<file path="src/rtl/spi_sample_sequencer.sv">
// SPI sample sequencer: assembles DATA_WIDTH-bit words from edge-detector pulses
// inside a chip-select frame and hands them out through a one-word buffer.
// Optional: SPI_SEQ_PARTIAL_FLUSH_EN delivers zero-padded partial words on cs_end.
module spi_sample_sequencer #(
  parameter int DATA_WIDTH     = 8,
  parameter int SAMPLE_ON_FALL = 0,
  parameter int MSB_FIRST      = 1,
  localparam int CW            = $clog2(DATA_WIDTH+1)
) (
  input  logic                  sys_clk,
  input  logic                  rst_n,
  input  logic                  en,
  input  logic                  cs_start,
  input  logic                  cs_end,
  input  logic                  sclk_rise,
  input  logic                  sclk_fall,
  input  logic                  data_in,
  output logic [DATA_WIDTH-1:0] rx_data,
  output logic                  rx_valid,
  input  logic                  rx_ready,
  output logic                  frame_active,
  output logic [CW-1:0]         bit_cnt,
`ifdef SPI_SEQ_PARTIAL_FLUSH_EN
  output logic                  rx_partial,
`endif
  output logic                  overrun
);

  typedef enum logic {IDLE, ACTIVE} state_t;

  state_t                state;
  logic [DATA_WIDTH-1:0] shreg;
  logic [DATA_WIDTH-1:0] word_next;
  logic [CW-1:0]         pos;
  logic                  sample;
  logic                  buf_free;

  assign sample   = (SAMPLE_ON_FALL != 0) ? sclk_fall : sclk_rise;
  assign buf_free = !rx_valid || rx_ready;
  assign pos      = (MSB_FIRST != 0) ? CW'(DATA_WIDTH-1) - bit_cnt : bit_cnt;

  // Bits are written in place rather than shifted, so a partial word is
  // already zero-padded in its unfilled positions.
  always_comb begin
    word_next = shreg;
    for (int i = 0; i < DATA_WIDTH; i++)
      if (pos == CW'(i)) word_next[i] = data_in;
  end

  always_ff @(posedge sys_clk or negedge rst_n) begin
    if (!rst_n) begin
      state        <= IDLE;
      shreg        <= '0;
      rx_data      <= '0;
      rx_valid     <= 1'b0;
      frame_active <= 1'b0;
      bit_cnt      <= '0;
      overrun      <= 1'b0;
`ifdef SPI_SEQ_PARTIAL_FLUSH_EN
      rx_partial   <= 1'b0;
`endif
    end else begin
      if (rx_valid && rx_ready) rx_valid <= 1'b0;
      case (state)
        IDLE: begin
          if (en && cs_start && !cs_end) begin
            state        <= ACTIVE;
            frame_active <= 1'b1;
            bit_cnt      <= '0;
            shreg        <= '0;
          end
        end
        ACTIVE: begin
          if (cs_end || !en) begin
            state        <= IDLE;
            frame_active <= 1'b0;
            bit_cnt      <= '0;
            shreg        <= '0;
`ifdef SPI_SEQ_PARTIAL_FLUSH_EN
            if (cs_end && bit_cnt != '0) begin
              if (buf_free) begin
                rx_data    <= shreg;
                rx_valid   <= 1'b1;
                rx_partial <= 1'b1;
              end else begin
                overrun    <= 1'b1;
              end
            end
`endif
          end else if (cs_start) begin
            bit_cnt <= '0;
            shreg   <= '0;
          end else if (sample) begin
            if (bit_cnt == CW'(DATA_WIDTH-1)) begin
              bit_cnt <= '0;
              shreg   <= '0;
              // Free buffer includes a same-cycle consume, so no bubble.
              if (buf_free) begin
                rx_data    <= word_next;
                rx_valid   <= 1'b1;
`ifdef SPI_SEQ_PARTIAL_FLUSH_EN
                rx_partial <= 1'b0;
`endif
              end else begin
                overrun    <= 1'b1;
              end
            end else begin
              bit_cnt <= bit_cnt + 1'b1;
              shreg   <= word_next;
            end
          end
        end
      endcase
    end
  end

endmodule

</file>
<file path="config.mk">
export PLATFORM = sky130hd
export DESIGN_NAME = spi_sample_sequencer
export DESIGN_NICKNAME = d
export VERILOG_FILES = /design/src/rtl/spi_sample_sequencer.sv
export SDC_FILE = /design/constraint.sdc
export NUM_CORES = 1
export LEC_CHECK = 0
export CAP_MARGIN = 20
export CORE_ASPECT_RATIO = 1.5
export CORE_MARGIN = 2
export CORE_UTILIZATION = 45
export CTS_BUF_LIST = sky130_fd_sc_hd__clkbuf_16
export DETAILED_ROUTE_END_ITERATION = 8
export GPL_ROUTABILITY_DRIVEN = 0
export PLACE_DENSITY = 0.71
export SETUP_SLACK_MARGIN = 0.5
export SLEW_MARGIN = 20
export SYNTH_ARGS = -nofsm -noshare
export SYNTH_HDL_FRONTEND = slang
export SYNTH_SLANG_ARGS = --single-unit
</file>
<file path="constraint.sdc">
create_clock -name sys_clk -period 1.3 [get_ports sys_clk]
set_input_delay 0.325 -clock sys_clk [delete_from_list [all_inputs] [get_ports sys_clk]]
set_output_delay 0.325 -clock sys_clk [all_outputs]
set_load 0.02 [all_outputs]
</file>
==> out/results.ini <==
[worst_setup_path]
cp-start-kind = flip-flop
critPathKind = flip-flop to flip-flop
end_kind = flip-flop
crit_fanout = 5
cp.arrival_ns = 1.53
cp-endpoint = rx_data[4]
regToRegStartpoint = bit_cnt[0]
crit_required_ns = 1.44
rr_endpoint = rx_data[4]
rr_worst_depth = 5
crit_start = bit_cnt[0]
rrSetupSlack_ns = -0.09

[outcome]
violations = setup timing
status = finished with violations

[finish]
nets = 170
area_growth_pct = 61.8
final_cell_mix = 25 x buf_6, 21 x dfrtp_1, 19 x buf_4
layout-drive-gt1-share_pct = 51.3
fin_cells = 193
diodes = 0
layout_commonest_cell = buf_6
final_area_mm2 = 0.00198

[grt]
grt_start_max_net_pins = 25
grt_pass1_vias = 1129
grt_remaining_overflow = 0
antenna_found_initial = 0
grt_use_total_pct = 23.5
grt_pass1_wl_um = 5120

[routing]
drcViolationCount = 0
dr.pass1.iters = 4
dr.first_iter.drc_count = 12
avgRoutedWirePerCell_um = 16.7
avgViaCountPerCell = 5.20
ant_nets = 0
totalWireLength_um = 3230
vias = 1003

[placement]
hpwl_um = 2010
io_buffer_count = 22
post_dp_cell_area_mm2 = 0.00166
dp.cells = 177

[yosys]
syn_avg_cell_area_um2 = 11.8
syn_inst = 104
synth_seq_area_share_pct = 49.1
ys_ff_latch = 24
syn_nets = 117
synth_cell_types = 27
syn_area_mm2 = 0.00122
yosys_warnings = 0

[sta]
timing.fmax_mhz = 721
slew_headroom_pct = 77.4
tns_ns = -0.886
worst_clock_skew_ns = 0.00591
timing.hold.ws_ns = 0.415
finalCritPeriodShare_pct = 107
worst_pin_slew_ns = 0.338
fin_ws_ns = -0.0872
drv_slew = 0
hold_viol = 0
timing.final.crit_period_ns = 1.39
setup_viol = 15
grt_setup_unrepaired = yes

[power_and_ir_drop]
ir_drop_mv = 0.632
p_leak_nw = 0.921
power_density_mw_per_mm2 = 814

[worst_hold_path]
hold_path.class = input port to asynchronous set/reset pin

[cts]
clk_latency_ns = 0.26
cts.sinks = 24
htreeDepth = 1
cts_buffers = 3
cts_root_buf = clkbuf_16
clk_pin_slew_ns = 0.06
cts_tree = yes
clk_path_buf_depth = 2

[floorplanning]
die_x_um = 46.6
num_rows = 23
initial_core_util_pct = 46.7
core_mm2 = 0.00262
die_area_mm2 = 0.00316
die_h_um = 67.9
ios = 24

[flow_run]
cap_viol_max_count = 0

-- flip-flops by register name, summed over array words and instances, names as in the netlist --
name          flops
rx_data           8
rx_valid          1
overrun           1
frame_active      1
state             1
shreg             8
bit_cnt           4
-- area by class of cell --
class	count	area (um2)
sequential	24	604
timing repair buffer	53	522
fill	169	639
clock inverter	1	3.75
multi-input combinational	62	679
inverter	13	48.8
tap	37	46.3
clock buffer	3	75.1
-- synthesized netlist by cell type --
library cell | number | area share, %
dfrtp_1 | 24 | 49
mux2i_1 | 17 | 14
inv_1 | 13 | 4.0
o2bb2ai_1 | 9 | 6.4
nor3b_1 | 5 | 3.1
ha_1 | 4 | 4.1
nand3b_1 | 4 | 2.5
buf_2 | 3 | 1.2
nand3_1 | 3 | 1.2
a21oi_1 | 2 | 0.82
and4b_1 | 2 | 1.6
nand2_1 | 2 | 0.61
nand2b_1 | 2 | 1.0
a211o_1 | 1 | 0.72
a22o_1 | 1 | 0.72
and2_1 | 1 | 0.51
and3b_1 | 1 | 0.72
and4_4 | 1 | 0.92
and4bb_4 | 1 | 1.3
buf_12 | 1 | 1.6
clkbuf_1 | 1 | 0.31
nand4b_1 | 1 | 0.72
nor2b_1 | 1 | 0.51
o21a_1 | 1 | 0.61
o21ai_0 | 1 | 0.41
o22a_1 | 1 | 0.72
o31ai_1 | 1 | 0.61
-- worst max-delay path, cell delays in order, from the launching register on --
cell     delay, ns
dfrtp_2       0.43
buf_6         0.13
ha_4          0.16
nor3b_4       0.20
mux2i_1       0.24
mux2i_1       0.10
-- how the worst min path moves through the flow --
stage and endpoint:
2_1_floorplan bit_cnt[0], 3_3_place_gp overrun, 3_5_place_dp overrun, 4_1_cts bit_cnt[2], 5_1_grt bit_cnt[0], 6_report bit_cnt[0]
-- through the flow --
stage / total power, mW / utilization (%) / setup slack, ns
6_report: 1.61 / 75.6 / -0.0872
5_1_grt: 1.68 / 75.6 / -0.157
4_1_cts: 1.61 / 71.5 / -0.0704
3_5_place_dp: 0.932 / 63.2 / -0.525
3_3_place_gp: 0.928 / 63.2 / -0.479
2_1_floorplan: 0.833 / - / -0.0190
-- layer usage --
metal	global-route usage [%]	vias to the layer above	wire length (um)
met5	0	-	0
met2	43.1	29	1780
met1	23.7	484	1230
met3	2.90	12	100
li1	-	478	-
met4	14.6	0	120
-- power by group --
group / switching, mW / internal (mW)
combinational: 0.0814 / 0.104
sequential: 0.00973 / 0.756
clock: 0.250 / 0.411
-- repair_timing --
item / in CTS / in global routing
buffers inserted: 9 / 3
hold buffers: 0 / 0
endpoints found under the setup margin: 39 / 38
gates resized for setup: 108 / 23
pin swaps: 13 / 6
-- kinds of logic (layout without fill, tap and decap cells) --
logic type / count (synthesis) / in the layout / share of synthesized area (%)
DFF: 24 / 24 / 49.1
and+or+nand+nor: 24 / 24 / 14.7
buffers and inverters: 18 / 70 / 7.16
AOI/OAI and AO/OA: 17 / 17 / 11.0
muxes: 17 / 17 / 13.9
adders and majority gates: 4 / 4 / 4.09
No activity file was read; power rests on OpenSTA's default activity.
